`src/rtl/dbus_bridge_pkg.sv`:
```
// dbus_bridge_pkg: widths, memory-stage operation codes, FSM states and store-lane helpers.
package dbus_bridge_pkg;
    localparam int W_ADDR = 32;
    localparam int W_DATA = 32;
    localparam int W_OPER = 4;
    localparam logic [W_OPER-1:0] OPER_LB  = 4'd1;
    localparam logic [W_OPER-1:0] OPER_LBU = 4'd2;
    localparam logic [W_OPER-1:0] OPER_LH  = 4'd3;
    localparam logic [W_OPER-1:0] OPER_LHU = 4'd4;
    localparam logic [W_OPER-1:0] OPER_LW  = 4'd5;
    localparam logic [W_OPER-1:0] OPER_SB  = 4'd6;
    localparam logic [W_OPER-1:0] OPER_SH  = 4'd7;
    localparam logic [W_OPER-1:0] OPER_SW  = 4'd8;
    typedef enum logic [2:0] {ST_IDLE, ST_REQ, ST_WAIT, ST_DONE, ST_CANCEL} state_e;
    // Halfwords only honour addr[1]; words ignore both low bits.
    function automatic logic [3:0] lane_be(input logic [3:0] we, input logic [1:0] off);
        return we == 4'b0001 ? we << off : we == 4'b0011 ? we << {off[1], 1'b0} : we;
    endfunction
    function automatic logic [W_DATA-1:0] lane_wdata(input logic [3:0] we, input logic [W_DATA-1:0] d);
        return we == 4'b0001 ? {4{d[7:0]}} : we == 4'b0011 ? {2{d[15:0]}} : d;
    endfunction
endpackage

```
`src/rtl/dbus_bridge_if.sv`:
```
// dbus_bridge_if: SRAM-like memory port; the bridge is master, the memory is slave.
interface dbus_bridge_if;
    import dbus_bridge_pkg::*;
    logic              mem_req;
    logic              mem_wr;
    logic [3:0]        mem_be;
    logic [W_ADDR-1:0] mem_addr;
    logic [W_DATA-1:0] mem_wdata;
    logic              mem_addr_ok;
    logic              mem_data_ok;
    logic [W_DATA-1:0] mem_rdata;
    modport master (output mem_req, mem_wr, mem_be, mem_addr, mem_wdata,
                    input  mem_addr_ok, mem_data_ok, mem_rdata);
    modport slave  (input  mem_req, mem_wr, mem_be, mem_addr, mem_wdata,
                    output mem_addr_ok, mem_data_ok, mem_rdata);
endinterface

```
`src/rtl/dbus_bridge_load_ext.sv`:
```
// dbus_bridge_load_ext: selects the addressed byte/halfword of read data and sign/zero-extends it.
module dbus_bridge_load_ext
    import dbus_bridge_pkg::*;
(
    input  logic [W_OPER-1:0] oper,
    input  logic [1:0]        addr,
    input  logic [W_DATA-1:0] rdata,
    output logic [W_DATA-1:0] data_o
);
    logic [7:0]  b;
    logic [15:0] h;
    always_comb begin
        b = addr[1] ? (addr[0] ? rdata[31:24] : rdata[23:16]) : (addr[0] ? rdata[15:8] : rdata[7:0]);
        h = addr[1] ? rdata[31:16] : rdata[15:0];
        data_o = oper == OPER_LB  ? {{24{b[7]}}, b} :
                 oper == OPER_LBU ? {24'd0, b} :
                 oper == OPER_LH  ? {{16{h[15]}}, h} :
                 oper == OPER_LHU ? {16'd0, h} : rdata;
    end
endmodule

```
`src/rtl/dbus_bridge.sv`:
```
// dbus_bridge: runs single-cycle dbus requests as multi-cycle memory-port transactions.
// Define DBUS_ALIGN_CHECK_EN to add adel/ades misaligned-access outputs.
module dbus_bridge
    import dbus_bridge_pkg::*;
(
    input  logic              clk,
    input  logic              rst,
    input  logic              flush,
    input  logic [W_OPER-1:0] oper,
    input  logic              dbus_en,
    input  logic [3:0]        dbus_we,
    input  logic [W_ADDR-1:0] dbus_addr,
    input  logic [W_DATA-1:0] dbus_data,
    output logic              stall,
    output logic [W_DATA-1:0] load_data,
`ifdef DBUS_ALIGN_CHECK_EN
    output logic              adel,
    output logic              ades,
`endif
    dbus_bridge_if.master     mem
);
    state_e            state_q, state_d;
    logic [W_OPER-1:0] oper_q, oper_d;
    logic [1:0]        off_q, off_d;
    logic              req_q, req_d, wr_q, wr_d;
    logic [3:0]        be_q, be_d;
    logic [W_ADDR-1:0] addr_q, addr_d;
    logic [W_DATA-1:0] wdata_q, wdata_d, load_q, load_d, ext;
    logic              accept, misalign;
`ifdef DBUS_ALIGN_CHECK_EN
    logic half_op, word_op, store_op;
    assign half_op  = oper inside {OPER_LH, OPER_LHU, OPER_SH};
    assign word_op  = oper inside {OPER_LW, OPER_SW};
    assign store_op = oper inside {OPER_SH, OPER_SW};
    assign misalign = dbus_en && !flush && state_q == ST_IDLE &&
                      ((half_op && dbus_addr[0]) || (word_op && dbus_addr[1:0] != 2'b00));
    assign adel = misalign && !store_op;
    assign ades = misalign && store_op;
`else
    assign misalign = 1'b0;
`endif
    assign accept = state_q == ST_IDLE && dbus_en && !flush && !misalign;
    dbus_bridge_load_ext u_load_ext (.oper(oper_q), .addr(off_q), .rdata(mem.mem_rdata), .data_o(ext));
    always_comb begin
        oper_d  = accept ? oper : oper_q;
        off_d   = accept ? dbus_addr[1:0] : off_q;
        wr_d    = accept ? |dbus_we : wr_q;
        be_d    = accept ? lane_be(dbus_we, dbus_addr[1:0]) : be_q;
        addr_d  = accept ? {dbus_addr[W_ADDR-1:2], 2'b00} : addr_q;
        wdata_d = accept ? lane_wdata(dbus_we, dbus_data) : wdata_q;
        state_d = state_q;
        // A flush that coincides with the read data simply drops it and returns to IDLE.
        case (state_q)
            ST_IDLE:   state_d = accept ? ST_REQ : ST_IDLE;
            ST_REQ:    state_d = !mem.mem_addr_ok ? (flush ? ST_IDLE : ST_REQ) :
                                 mem.mem_data_ok ? (flush ? ST_IDLE : ST_DONE) :
                                 (flush ? ST_CANCEL : ST_WAIT);
            ST_WAIT:   state_d = mem.mem_data_ok ? (flush ? ST_IDLE : ST_DONE) :
                                 (flush ? ST_CANCEL : ST_WAIT);
            ST_DONE:   state_d = ST_IDLE;
            ST_CANCEL: state_d = mem.mem_data_ok ? ST_IDLE : ST_CANCEL;
            default:   state_d = ST_IDLE;
        endcase
        req_d  = state_d == ST_REQ;
        load_d = state_d == ST_DONE ? ext : load_q;
        stall  = accept || state_q == ST_REQ || state_q == ST_WAIT || (state_q == ST_CANCEL && dbus_en);
    end
    always_ff @(posedge clk) begin
        if (rst) begin
            state_q <= ST_IDLE;
            oper_q  <= '0;
            off_q   <= '0;
            req_q   <= 1'b0;
            wr_q    <= 1'b0;
            be_q    <= '0;
            addr_q  <= '0;
            wdata_q <= '0;
            load_q  <= '0;
        end else begin
            state_q <= state_d;
            oper_q  <= oper_d;
            off_q   <= off_d;
            req_q   <= req_d;
            wr_q    <= wr_d;
            be_q    <= be_d;
            addr_q  <= addr_d;
            wdata_q <= wdata_d;
            load_q  <= load_d;
        end
    end
    assign mem.mem_req   = req_q;
    assign mem.mem_wr    = wr_q;
    assign mem.mem_be    = be_q;
    assign mem.mem_addr  = addr_q;
    assign mem.mem_wdata = wdata_q;
    assign load_data     = load_q;
endmodule

```
`src/flat_wrapper.sv`:
```
// flat-port wrapper written by rule: the top's interface ports become plain ports
module dbus_bridge_flat import dbus_bridge_pkg::*;
  (clk, rst, flush, oper, dbus_en, dbus_we, dbus_addr, dbus_data, stall, load_data, mem_mem_req, mem_mem_wr, mem_mem_be, mem_mem_addr, mem_mem_wdata, mem_mem_addr_ok, mem_mem_data_ok, mem_mem_rdata);
  dbus_bridge_if mem_i ();
  input  logic clk;
  input  logic rst;
  input  logic flush;
  input  logic [W_OPER-1:0] oper;
  input  logic dbus_en;
  input  logic [3:0] dbus_we;
  input  logic [W_ADDR-1:0] dbus_addr;
  input  logic [W_DATA-1:0] dbus_data;
  output logic stall;
  output logic [W_DATA-1:0] load_data;
  output wire logic [$bits(mem_i.mem_req)-1:0] mem_mem_req;
  output wire logic [$bits(mem_i.mem_wr)-1:0] mem_mem_wr;
  output wire logic [$bits(mem_i.mem_be)-1:0] mem_mem_be;
  output wire logic [$bits(mem_i.mem_addr)-1:0] mem_mem_addr;
  output wire logic [$bits(mem_i.mem_wdata)-1:0] mem_mem_wdata;
  input wire logic [$bits(mem_i.mem_addr_ok)-1:0] mem_mem_addr_ok;
  input wire logic [$bits(mem_i.mem_data_ok)-1:0] mem_mem_data_ok;
  input wire logic [$bits(mem_i.mem_rdata)-1:0] mem_mem_rdata;
  assign mem_mem_req = mem_i.mem_req;
  assign mem_mem_wr = mem_i.mem_wr;
  assign mem_mem_be = mem_i.mem_be;
  assign mem_mem_addr = mem_i.mem_addr;
  assign mem_mem_wdata = mem_i.mem_wdata;
  assign mem_i.mem_addr_ok = mem_mem_addr_ok;
  assign mem_i.mem_data_ok = mem_mem_data_ok;
  assign mem_i.mem_rdata = mem_mem_rdata;
  dbus_bridge u_core (.clk(clk), .rst(rst), .flush(flush), .oper(oper), .dbus_en(dbus_en), .dbus_we(dbus_we), .dbus_addr(dbus_addr), .dbus_data(dbus_data), .stall(stall), .load_data(load_data), .mem(mem_i));
endmodule
```
`config.mk`:
```
export PLATFORM = sky130hd
export DESIGN_NAME = dbus_bridge_flat
export DESIGN_NICKNAME = d
export VERILOG_FILES = /design/src/rtl/dbus_bridge_pkg.sv /design/src/rtl/dbus_bridge_if.sv /design/src/rtl/dbus_bridge_load_ext.sv /design/src/rtl/dbus_bridge.sv /design/src/flat_wrapper.sv
export SDC_FILE = /design/constraint.sdc
export NUM_CORES = 1
export LEC_CHECK = 0
export CORE_AREA = 4 4 114 116
export CTS_BUF_LIST = sky130_fd_sc_hd__clkbuf_8
export CTS_CLUSTER_SIZE = 30
export DETAILED_ROUTE_END_ITERATION = 10
export DIE_AREA = 0 0 118 120
export GPL_TIMING_DRIVEN = 0
export PLACE_DENSITY = 0.86
export SLEW_MARGIN = 20
export SYNTH_ARGS = -nofsm -noshare
export SYNTH_HDL_FRONTEND = slang
export SYNTH_HIERARCHICAL = 1
export SYNTH_SLANG_ARGS = --single-unit
```
`constraint.sdc`:
```
create_clock -name clk -period 5 [get_ports clk]
set_clock_uncertainty 0.15 [all_clocks]
set_input_delay 1 -clock clk [delete_from_list [all_inputs] [get_ports clk]]
set_output_delay 1 -clock clk [all_outputs]
set_load 0.01 [all_outputs]
```
==> results.cfg <==
[run_status]
status = finished, final reports clean

[critical_path]
critical-path-top-delay-family = buffers and inverters
crit_required_ns = 3.85
crit_top_cell = clkdlybuf4s50_1
cp_cell_sequence = clkdlybuf4s50_1 -> nand2b_1 -> a21oi_1 -> a211o_1 -> o31ai_1 -> clkdlybuf4s50_1
crit_fanout = 5
critPathSlowestCell = clkdlybuf4s50_1
crit_buf_inv = 2
path_class = primary input to primary output
critPathArrivalTime_ns = 2.61
crit_path_end_kind = primary output
slowest_delay_ns = 0.58
startpoint_type = primary input

[synth]
ys.flop_type = dfxtp_1
synth_top_area_share_pct = 36.9
ys_seq_elements = 109
synthArstFlopShare_pct = 0
syn_area_per_cell_sq_um = 8.80
synth-edff-count = 0
yosysTopAreaCell = dfxtp_1
ys_types = 62
synth_area_sq_um = 5920
synthTopCellsByArea = dfxtp_1, nand2_1, nand2b_1
yosysSeqAreaShare_pct = 36.9
yosysWarnings = 6
syn-instance-count = 673

[clock_tree]
cts_inserted_buffers = 9
worstSkewPairLatency_ns = 0.39
ctsResizeCount = 0
root_buffer = clkbuf_8
clock_sinks = 109
clock_path_buffers = 2
cts_hold_buf = 0
cts_tree = done
clkTransAtPathRegs_ns = 0.11
post_cts_buffers = 0
h-tree-depth = 3

[detailed_routing]
routed_wirelength_mm = 18.6
routed.top_layer = met4
viasPerCell = 5.52
m1WireLength_mm = 7.43
first_pass_iters = 5
antenna_left = 0
drt_iter0_drc = 358
vias = 5764
wire_per_inst_um = 17.8
drcViolationCount = 0
wl_met3_mm = 1.92
wl_met2_mm = 8.73

[final_layout]
area_growth_pct = 41.8
mostFrequentLayoutCells = clkdlybuf4s50_1, nand2_1, dfxtp_1, nand2b_1, a21oi_1
drive_above_1_share_pct = 9.91
mostFrequentLayoutCell = clkdlybuf4s50_1
final_nets = 1004
finalNonFillerCells = 1045
diodes = 0
fin_util_pct = 70.5

[power]
p_per_area_nw_per_um2 = 232
finalPower_uw = 1940
leakagePower_uw = 0.00290
ir_drop_uv = 196

[timing]
finalHoldViolations = 0
fin_crit_sh_pct = 75.3
finalSetupViolCount = 0
fmax_ghz = 0.266
rsz0062_at_grt = no
slew_headroom_pct = 50.5
whs_ns = 0.306
worst_pin_slew_ns = 0.740
slew_violations = 0
final.setup.tns_ns = 0
fin_crit_ns = 3.76

[die]
rows = 40
dieArea_sq_um = 14200
die_x_um = 118
die_h_um = 120
initial_core_util_pct = 49.7
io_pins = 213
core_area_sq_um = 11900

[grt]
grt_max_degree = 19
overflow = 0
grt_antenna_before_repair = 0
grt.total_usage_pct = 24.9
first_global_vias = 5541
grt_pass1_wl_mm = 28.1

[hold_path]
min_path_type = register to register

[place]
port_buffers = 209
placed_cells = 1030
dpl.hpwl_mm = 14.1
gp_congestion = 0.922

[run]
drv_cap = 0
[state kept, by name, summed over array words and instances (netlist names)]
register	flops
u_core/mem.mem_be	4
u_core/load_data	32
u_core/mem.mem_wdata	32
u_core/mem.mem_addr	30
u_core/state_q	3
u_core/off_q	2
u_core/mem.mem_req	1
u_core/mem.mem_wr	1
u_core/oper_q	4
[report_power, final]
group          internal, uW  switching (uW)  total [uW]  leakage (uW)
clock                   234             318         553     0.0000976
combinational           243             222         464       0.00191
sequential              905            21.3         926      0.000888
[final cells by class]
class | instances | area (sq um)
timing repair buffer | 209 | 2090
tap | 147 | 184
buffer | 63 | 405
fill | 969 | 3520
multi-input combinational | 500 | 3330
inverter | 2 | 7.51
sequential | 109 | 2180
clock inverter | 6 | 71.3
clock buffer | 9 | 124
[stage by stage]
| step | area [sq um] | setup WS, ns |
|---|---|---|
| floorplan | 5920 | 2.37 |
| global placement | 8200 | 1.27 |
| detailed placement | 8200 | 1.25 |
| CTS | 8390 | 1.24 |
| global route | 8390 | 1.15 |
| finish | 8390 | 1.24 |
[worst paths after layout]
check                             from              endpoint  slack, ns  depth (start not counted)
hold / removal    u_core/mem.mem_be[0]  u_core/mem.mem_be[0]       0.31                          2
setup / recovery                 flush                 stall       1.24                          6
setup reg to reg      u_core/oper_q[1]   u_core/load_data[5]       3.01                          7
hold reg to reg   u_core/mem.mem_be[0]  u_core/mem.mem_be[0]       0.31                          2
[logic make-up (layout without fill, tap and decap cells)]
logic type	count (synthesis)	in the layout	share of synthesized area (%)
AO/OA/AOI/OAI	177	177	22.1
AND/OR/NAND/NOR	268	268	22.7
buffers and inverters	65	289	6.98
other	1	2	0.0634
adder cells (fa/ha/maj)	1	1	0.169
multiplexers	50	50	10.7
flip-flops	109	109	36.9
XOR/XNOR	2	2	0.423
[synthesized netlist by cell type (all sizes together) (2+ instances only)]
master,instances
inv,2
clkbuf,26
nor4b,3
nor2b,4
nand3,10
a211oi,17
a21oi,52
o31ai,18
nor3b,2
dfxtp,109
o21ai,20
and3b,3
a211o,2
nor3,6
nand2b,66
a311oi,8
mux4,8
buf,37
and3,9
a21boi,16
o211ai,30
a221oi,8
mux2i,41
nand2,110
nor2,49
[routing by layer]
layer,vias to the layer above,global-route usage (%)
li1,2811,-
met1,2650,28.4
met2,268,41.6
met3,35,9.52
met4,0,10.5
met5,-,0
[worst register-to-register path: cells and delay by family (launching register included)]
kind	cells	cell delay, ns
flops	1	0.34
mux	1	0.12
xor+xnor	1	0.35
buf+inv	2	0.52
compound gates	2	0.37
simple gates	1	0.09
No activity file was read; power rests on OpenSTA's default activity.
